==> src/rtl/calc_cu_if.sv <==
// Keypad-event and display bus of the calculator control unit.
// The master drives key levels and the slave drives the BCD digits and status flags.
interface calc_cu_if;
  logic [3:0] num;
  logic       numPressed;
  logic [2:0] opt;
  logic       optPressed;
  logic       submit;
  logic [3:0] num1;
  logic [3:0] num2;
  logic [3:0] num3;
  logic [3:0] num4;
  logic       sign;
  logic       clcCo;
  logic       clcZero;
  logic       cmpSign;

  modport master (
    output num, numPressed, opt, optPressed, submit,
    input  num1, num2, num3, num4, sign, clcCo, clcZero, cmpSign
  );

  modport slave (
    input  num, numPressed, opt, optPressed, submit,
    output num1, num2, num3, num4, sign, clcCo, clcZero, cmpSign
  );
endinterface

==> src/rtl/calc_cu.sv <==
// Control and arithmetic unit of a 4-digit signed decimal calculator:
// key edge detection, operand/operator entry, add/sub/mul and BCD display drive.
module calc_cu (
  input  logic      clk,
  input  logic      reset,
  calc_cu_if.slave  bus
);

  typedef enum logic [1:0] {
    ST_ENTRY_A = 2'd0,
    ST_ENTRY_B = 2'd1,
    ST_RESULT  = 2'd2
  } state_t;

  localparam logic [1:0] OP_ADD = 2'd1;
  localparam logic [1:0] OP_SUB = 2'd2;
  localparam logic [1:0] OP_MUL = 2'd3;

  // Double-dabble conversion of a value 0..9999 into four BCD digits.
  function automatic logic [15:0] bin2bcd(input logic [13:0] bin);
    logic [29:0] sh;
    sh = {16'd0, bin};
    for (int i = 0; i < 14; i++) begin
      for (int d = 0; d < 4; d++) begin
        sh[14 + 4 * d +: 4] = (sh[14 + 4 * d +: 4] >= 4'd5) ?
                              (sh[14 + 4 * d +: 4] + 4'd3) : sh[14 + 4 * d +: 4];
      end
      sh = sh << 1;
    end
    return sh[29:14];
  endfunction

  state_t             state_r;
  state_t             state_nx_s;
  logic               num_prev_r;
  logic               opt_prev_r;
  logic               sub_prev_r;
  logic signed [14:0] a_r;
  logic [13:0]        e_r;
  logic [1:0]         op_r;
  logic               seen_r;
  logic [13:0]        res_mag_r;
  logic               res_neg_r;
  logic               co_r;
  logic               zero_r;
  logic               cmp_r;

  logic               sub_ev_s;
  logic               opt_raw_s;
  logic               opt_ev_s;
  logic               dig_ev_s;
  logic               opt_ok_s;
  logic               dig_ok_s;

  logic signed [31:0] a_ext_s;
  logic signed [31:0] e_ext_s;
  logic signed [31:0] r_s;
  logic               r_neg_s;
  logic [31:0]        abs_u_s;
  logic               co_s;
  logic [13:0]        mag_s;
  logic               cmp_s;
  logic signed [14:0] res_a_s;
  logic signed [14:0] stored_a_s;
  logic [13:0]        e_shift_s;

  logic               a_ld_s;
  logic signed [14:0] a_nx_s;
  logic               e_ld_s;
  logic [13:0]        e_nx_s;
  logic               op_ld_s;
  logic               seen_set_s;
  logic               seen_clr_s;
  logic               eval_s;
  logic               res_clr_s;

  logic [13:0]        disp_s;
  logic [15:0]        bcd_s;

  // A held key produces one event; higher-priority events swallow lower ones.
  assign sub_ev_s  = bus.submit & ~sub_prev_r;
  assign opt_raw_s = bus.optPressed & ~opt_prev_r;
  assign opt_ev_s  = opt_raw_s & ~sub_ev_s;
  assign dig_ev_s  = bus.numPressed & ~num_prev_r & ~sub_ev_s & ~opt_raw_s;
  assign opt_ok_s  = opt_ev_s & (bus.opt >= 3'd1) & (bus.opt <= 3'd3);
  assign dig_ok_s  = dig_ev_s & (bus.num <= 4'd9);

  assign a_ext_s = {{17{a_r[14]}}, a_r};
  assign e_ext_s = {18'd0, e_r};

  // Full-precision evaluation of A OP E.
  always_comb begin
    r_s = a_ext_s + e_ext_s;
    case (op_r)
      OP_ADD:  r_s = a_ext_s + e_ext_s;
      OP_SUB:  r_s = a_ext_s - e_ext_s;
      OP_MUL:  r_s = a_ext_s * e_ext_s;
      default: r_s = a_ext_s + e_ext_s;
    endcase
  end

  assign r_neg_s    = r_s[31];
  assign abs_u_s    = r_neg_s ? 32'(-r_s) : 32'(r_s);
  assign co_s       = abs_u_s > 32'd9999;
  assign mag_s      = 14'(abs_u_s % 32'd10000);
  assign cmp_s      = a_ext_s < e_ext_s;
  assign res_a_s    = r_neg_s ? (15'd0 - {1'b0, mag_s}) : {1'b0, mag_s};
  assign stored_a_s = res_neg_r ? (15'd0 - {1'b0, res_mag_r}) : {1'b0, res_mag_r};
  assign e_shift_s  = 14'((32'(e_r) * 32'd10 + 32'(bus.num)) % 32'd10000);

  // State register.
  always_ff @(posedge clk or negedge reset) begin
    if (!reset) begin
      state_r <= ST_ENTRY_A;
    end else begin
      state_r <= state_nx_s;
    end
  end

  // Next-state decode.
  always_comb begin
    state_nx_s = state_r;
    case (state_r)
      ST_ENTRY_A: begin
        if (opt_ok_s) state_nx_s = ST_ENTRY_B;
        else          state_nx_s = ST_ENTRY_A;
      end
      ST_ENTRY_B: begin
        if (sub_ev_s) state_nx_s = ST_RESULT;
        else          state_nx_s = ST_ENTRY_B;
      end
      ST_RESULT: begin
        if (opt_ok_s)      state_nx_s = ST_ENTRY_B;
        else if (dig_ok_s) state_nx_s = ST_ENTRY_A;
        else               state_nx_s = ST_RESULT;
      end
      default: state_nx_s = ST_ENTRY_A;
    endcase
  end

  // Datapath control strobes per state and event.
  always_comb begin
    a_ld_s     = 1'b0;
    a_nx_s     = a_r;
    e_ld_s     = 1'b0;
    e_nx_s     = e_r;
    op_ld_s    = 1'b0;
    seen_set_s = 1'b0;
    seen_clr_s = 1'b0;
    eval_s     = 1'b0;
    res_clr_s  = 1'b0;
    case (state_r)
      ST_ENTRY_A: begin
        if (opt_ok_s) begin
          a_ld_s     = 1'b1;
          a_nx_s     = {1'b0, e_r};
          op_ld_s    = 1'b1;
          e_ld_s     = 1'b1;
          e_nx_s     = 14'd0;
          seen_clr_s = 1'b1;
        end else if (dig_ok_s) begin
          e_ld_s     = 1'b1;
          e_nx_s     = e_shift_s;
          seen_set_s = 1'b1;
        end else begin
          e_ld_s     = 1'b0;
        end
      end
      ST_ENTRY_B: begin
        if (sub_ev_s) begin
          eval_s     = 1'b1;
        end else if (opt_ok_s) begin
          // Chained operator only evaluates once a second operand exists.
          eval_s     = seen_r;
          a_ld_s     = seen_r;
          a_nx_s     = res_a_s;
          op_ld_s    = 1'b1;
          e_ld_s     = 1'b1;
          e_nx_s     = 14'd0;
          seen_clr_s = 1'b1;
        end else if (dig_ok_s) begin
          e_ld_s     = 1'b1;
          e_nx_s     = e_shift_s;
          seen_set_s = 1'b1;
        end else begin
          e_ld_s     = 1'b0;
        end
      end
      ST_RESULT: begin
        if (opt_ok_s) begin
          a_ld_s     = 1'b1;
          a_nx_s     = stored_a_s;
          op_ld_s    = 1'b1;
          e_ld_s     = 1'b1;
          e_nx_s     = 14'd0;
          seen_clr_s = 1'b1;
        end else if (dig_ok_s) begin
          res_clr_s  = 1'b1;
          e_ld_s     = 1'b1;
          e_nx_s     = {10'd0, bus.num};
          seen_set_s = 1'b1;
        end else begin
          e_ld_s     = 1'b0;
        end
      end
      default: begin
        e_ld_s = 1'b0;
      end
    endcase
  end

  // Key samples reset high so a key held across reset needs a fresh press.
  always_ff @(posedge clk or negedge reset) begin
    if (!reset) begin
      num_prev_r <= 1'b1;
      opt_prev_r <= 1'b1;
      sub_prev_r <= 1'b1;
    end else begin
      num_prev_r <= bus.numPressed;
      opt_prev_r <= bus.optPressed;
      sub_prev_r <= bus.submit;
    end
  end

  // Operand, entry and operator registers.
  always_ff @(posedge clk or negedge reset) begin
    if (!reset) begin
      a_r    <= 15'sd0;
      e_r    <= 14'd0;
      op_r   <= OP_ADD;
      seen_r <= 1'b0;
    end else begin
      if (a_ld_s)          a_r    <= a_nx_s;
      if (e_ld_s)          e_r    <= e_nx_s;
      if (op_ld_s)         op_r   <= bus.opt[1:0];
      if (seen_set_s)      seen_r <= 1'b1;
      else if (seen_clr_s) seen_r <= 1'b0;
    end
  end

  // Stored result and status flags.
  always_ff @(posedge clk or negedge reset) begin
    if (!reset) begin
      res_mag_r <= 14'd0;
      res_neg_r <= 1'b0;
      co_r      <= 1'b0;
      zero_r    <= 1'b0;
      cmp_r     <= 1'b0;
    end else if (eval_s) begin
      res_mag_r <= mag_s;
      res_neg_r <= r_neg_s;
      co_r      <= co_s;
      zero_r    <= (mag_s == 14'd0);
      cmp_r     <= cmp_s;
    end else if (res_clr_s) begin
      res_mag_r <= 14'd0;
      res_neg_r <= 1'b0;
      co_r      <= 1'b0;
      zero_r    <= 1'b0;
      cmp_r     <= 1'b0;
    end
  end

  assign disp_s      = (state_r == ST_RESULT) ? res_mag_r : e_r;
  assign bcd_s       = bin2bcd(disp_s);
  assign bus.num1    = bcd_s[15:12];
  assign bus.num2    = bcd_s[11:8];
  assign bus.num3    = bcd_s[7:4];
  assign bus.num4    = bcd_s[3:0];
  assign bus.sign    = (state_r == ST_RESULT) & res_neg_r & (res_mag_r != 14'd0);
  assign bus.clcCo   = co_r;
  assign bus.clcZero = zero_r;
  assign bus.cmpSign = cmp_r;

endmodule

==> src/flat_wrapper.sv <==
// flat-port wrapper written by rule: the top's interface ports become plain ports
module calc_cu_flat 
  (clk, reset, bus_num, bus_numPressed, bus_opt, bus_optPressed, bus_submit, bus_num1, bus_num2, bus_num3, bus_num4, bus_sign, bus_clcCo, bus_clcZero, bus_cmpSign);
  calc_cu_if bus_i ();
  input  logic clk;
  input  logic reset;
  input wire logic [$bits(bus_i.num)-1:0] bus_num;
  input wire logic [$bits(bus_i.numPressed)-1:0] bus_numPressed;
  input wire logic [$bits(bus_i.opt)-1:0] bus_opt;
  input wire logic [$bits(bus_i.optPressed)-1:0] bus_optPressed;
  input wire logic [$bits(bus_i.submit)-1:0] bus_submit;
  output wire logic [$bits(bus_i.num1)-1:0] bus_num1;
  output wire logic [$bits(bus_i.num2)-1:0] bus_num2;
  output wire logic [$bits(bus_i.num3)-1:0] bus_num3;
  output wire logic [$bits(bus_i.num4)-1:0] bus_num4;
  output wire logic [$bits(bus_i.sign)-1:0] bus_sign;
  output wire logic [$bits(bus_i.clcCo)-1:0] bus_clcCo;
  output wire logic [$bits(bus_i.clcZero)-1:0] bus_clcZero;
  output wire logic [$bits(bus_i.cmpSign)-1:0] bus_cmpSign;
  assign bus_i.num = bus_num;
  assign bus_i.numPressed = bus_numPressed;
  assign bus_i.opt = bus_opt;
  assign bus_i.optPressed = bus_optPressed;
  assign bus_i.submit = bus_submit;
  assign bus_num1 = bus_i.num1;
  assign bus_num2 = bus_i.num2;
  assign bus_num3 = bus_i.num3;
  assign bus_num4 = bus_i.num4;
  assign bus_sign = bus_i.sign;
  assign bus_clcCo = bus_i.clcCo;
  assign bus_clcZero = bus_i.clcZero;
  assign bus_cmpSign = bus_i.cmpSign;
  calc_cu u_core (.clk(clk), .reset(reset), .bus(bus_i));
endmodule
==> config.mk <==
export PLATFORM = sky130hd
export DESIGN_NAME = calc_cu_flat
export DESIGN_NICKNAME = d
export VERILOG_FILES = /design/src/rtl/calc_cu_if.sv /design/src/rtl/calc_cu.sv /design/src/flat_wrapper.sv
export SDC_FILE = /design/constraint.sdc
export NUM_CORES = 1
export LEC_CHECK = 0
export ABC_AREA = 1
export BUFFER_PORTS_ARGS = -buffer_cell sky130_fd_sc_hd__buf_2
export CAP_MARGIN = 20
export CORE_AREA = 2 2 216 218
export CTS_CLUSTER_SIZE = 14
export DETAILED_ROUTE_END_ITERATION = 12
export DIE_AREA = 0 0 218 220
export PLACE_DENSITY = 0.79
export SYNTH_ARGS = -nofsm -noshare
export SYNTH_HDL_FRONTEND = slang
export SYNTH_SLANG_ARGS = --single-unit
==> constraint.sdc <==
create_clock -name clk -period 21.6 [get_ports clk]
set_clock_uncertainty 0.2 [all_clocks]
set_input_delay 3.24 -clock clk [delete_from_list [all_inputs] [get_ports clk]]
set_output_delay 3.24 -clock clk [all_outputs]
set_load 0.01 [all_outputs]
==> impl_metrics.csv <==
group,metric,value,unit
setup_path,crit_arrival,19.78,ns
setup_path,cp_slowest_cell,"dfrtp_1",
yosys,synth-async-reset-ratio,100,%
yosys,synthTopCellsByArea,"nand2_1 15%, fa_1 15%, inv_1 13%",
timing,worst_pin_slew,0.859,ns
clocking,clock_latency,0.31,ns
timing,worst_slack,1.81,ns
global_route,antenna_found_initial,0,
timing,hold_ws,0.277,ns
yosys,yosys_warnings,0,
clocking,cts_made_buffers,5,
setup_path,crit_fanout,16,
setup_path,path_class,"reg2reg",
route,ant_nets,0,
route,dr.pass1.iters,8,
yosys,synth.top_cell.area_share,15.2,%
clocking,cts_max_path_buffers,2,
clocking,cts.sinks,55,
floorplanning,start_util,60.3,%
job,maxCapViolCount,0,
setup_path,cp.required,21.60,ns
floorplanning,fp.dieW,218,um
global_route,grt_max_degree,56,
timing,finalMaxSlewViolations,0,
timing,setup-tns-final,0,ns
yosys,seq_area_frac_synth,5.00,%
place,port_buffers,31,
floorplanning,core,0.0459,mm2
finish,antennaDiodeCount,0,
setup_path,slowest_delay,0.87,ns
floorplanning,boundaryPins,32,
clocking,cts_hold_buf,0,
place,place_hpwl,58.5,mm
run_status,status,"finished clean",
setup_path,start_kind,"flop",
yosys,avgSynthCellArea,6.24,um2
yosys,yosysTopAreaCell,"nand2_1",
timing,period_needed,19.79,ns
route,drt_wl_total,69.8,mm
global_route,track_usage,29.3,%
yosys,synth-edff-count,0,
yosys,synth.distinct_cells,72,
timing,max_freq,50.5,MHz
finish,area_growth,2.95,%
min_path,hp-class,"reg2reg",
timing,setup_viol,0,
floorplanning,rows,79,
clocking,clockRootBuffer,"clkbuf_16",
clocking,htree_num_levels,2,
place,gp_congestion,0.967,
place,dp_slack,1.11,ns
clocking,tritoncts,"built",
clocking,clk_pin_slew_worst_paths,0.08,ns
global_route,grt_overflow,0,
route,drt_iter0_markers,1866,
finish,finalNetCount,4833,
route,wl_per_cell,13.9,um
route,drc,0,
finish,post_route_cells_drive_above_1_share,14.7,%
finish,post-route-util,62.1,%
floorplanning,dieHeight,220,um
route,vias_per_cell,5.24,
floorplanning,die_area,0.0480,mm2
timing,maxSlewHeadroom,42.7,%
yosys,synth_fp_nets,4844,
yosys,synth-seq-cells,55,
timing,fin_crit_sh,91.6,%
yosys,netlist_area,0.0277,mm2
route,num_vias,26300,
setup_path,cp-end-kind,"flop",
timing,hold_viol_final,0,
yosys,synth_flop_cell,"dfrtp_1",
global_route,grt_pass1_vias,25200,
yosys,netlist_instances,4431,
global_route,grt_pass1_wl,116,mm
[stage by stage]
step	std cells	instance area (um2)
6_report	5028	28500
5_1_grt	5028	28500
4_1_cts	5024	28400
3_5_place_dp	5016	28200
3_3_place_gp	5016	28200
2_1_floorplan	4431	27700
[critical path, delay by kind of cell (launching register included)]
family	cells	cell delay [ns]
and+or+nand+nor	101	11.94
AOI/OAI and AO/OA	9	1.92
adders and majority gates	8	3.73
DFF	1	0.87
buffers and inverters	12	0.97
[cell families after synthesis]
family	count (synthesis)	synth area share, %
adders and majority gates	401	23.8
muxes	1	0.0362
DFF	55	5.00
buffers and inverters	1109	16.0
AOI/OAI and AO/OA	420	9.00
xor gates and xnor gates	138	4.44
and+or+nand+nor	2307	41.6
[registers in the layout (all words and copies together) (netlist names)]
name                cells
u_core.num_prev_r       1
u_core.a_r             15
u_core.res_mag_r       14
u_core.state_r          2
u_core.bus.clcZero      1
u_core.op_r             2
u_core.res_neg_r        1
u_core.bus.cmpSign      1
u_core.bus.clcCo        1
u_core.e_r             14
u_core.sub_prev_r       1
u_core.opt_prev_r       1
u_core.seen_r           1
[synth_stat cells (8+ instances only)]
library cell / number
o211ai_1: 9
or2_2: 12
nor2_1: 275
nand3_1: 318
clkinv_1: 23
xor2_1: 108
clkbuf_1: 43
nand2_1: 1121
o21ai_0: 158
nand2_4: 80
nand2_2: 217
o21ai_1: 27
dfrtp_1: 51
nor2_2: 66
ha_1: 191
fa_1: 210
inv_1: 949
o22ai_1: 26
a21oi_4: 15
xnor2_1: 29
nand4_1: 54
inv_2: 50
buf_6: 12
nand3_2: 44
nand3_4: 8
nor2_4: 28
nor3_1: 29
o21ai_2: 12
o21bai_1: 9
a21oi_1: 138
nand3b_1: 17
and2_1: 8
[layout by cell type, fill, tap and decap left out, types with 27 or more instances in the layout]
master | netlist | final
nor2_4 | 28 | 28
nor2_2 | 66 | 67
a21oi_1 | 138 | 138
xnor2_1 | 29 | 29
nand3_2 | 44 | 44
o21ai_0 | 158 | 158
nor2_1 | 275 | 274
nand2_4 | 80 | 82
nand4_1 | 54 | 54
xor2_1 | 108 | 108
inv_2 | 50 | 51
nor3_1 | 29 | 29
nand2_2 | 217 | 215
o21ai_1 | 27 | 27
fa_1 | 210 | 208
buf_2 | 2 | 31
nand3_1 | 318 | 318
nand2_1 | 1121 | 1121
ha_1 | 191 | 191
dfrtp_1 | 51 | 45
inv_1 | 949 | 948
[cell type report]
cell class / instances / area (um2)
Tap cell: 607 / 759
Multi-Input combinational cell: 3267 / 21900
Inverter: 1033 / 3910
Fill cell: 4407 / 17400
Timing Repair Buffer: 58 / 383
Clock buffer: 7 / 153
Sequential cell: 55 / 1390
Clock inverter: 1 / 7.51
[routing by layer]
layer / wire length, um / GRT usage [%] / vias up / share of wire, %
met5: 0 / 0 / - / 0
met4: 2560 / 10.7 / 0 / 3.7
met3: 4350 / 3.30 / 165 / 6.2
met2: 33500 / 52.4 / 751 / 48
li1: - / - / 13500 / -
met1: 29300 / 36.3 / 12000 / 42
[repair_timing]
item	CTS	global route
resized for setup	0	21
buffers inserted	0	4
setup endpoints to repair	0	22
[worst paths after layout]
path | start | to | cells after the start | slack [ns]
setup / recovery | u_core.a_r[10] | u_core.a_r[14] | 130 | 1.81
hold / removal | u_core.seen_r | u_core.seen_r | 2 | 0.28
setup reg to reg | u_core.a_r[10] | u_core.a_r[14] | 130 | 1.81
hold reg to reg | u_core.seen_r | u_core.seen_r | 2 | 0.28
max in group asynchronous | reset | u_core.a_r[14] | 2 | 17.73
min in group asynchronous | reset | u_core.e_r[5] | 2 | 2.90
Power is not shown: default switching activity piles up to over one toggle a cycle in this logic, so the estimate is an artifact.
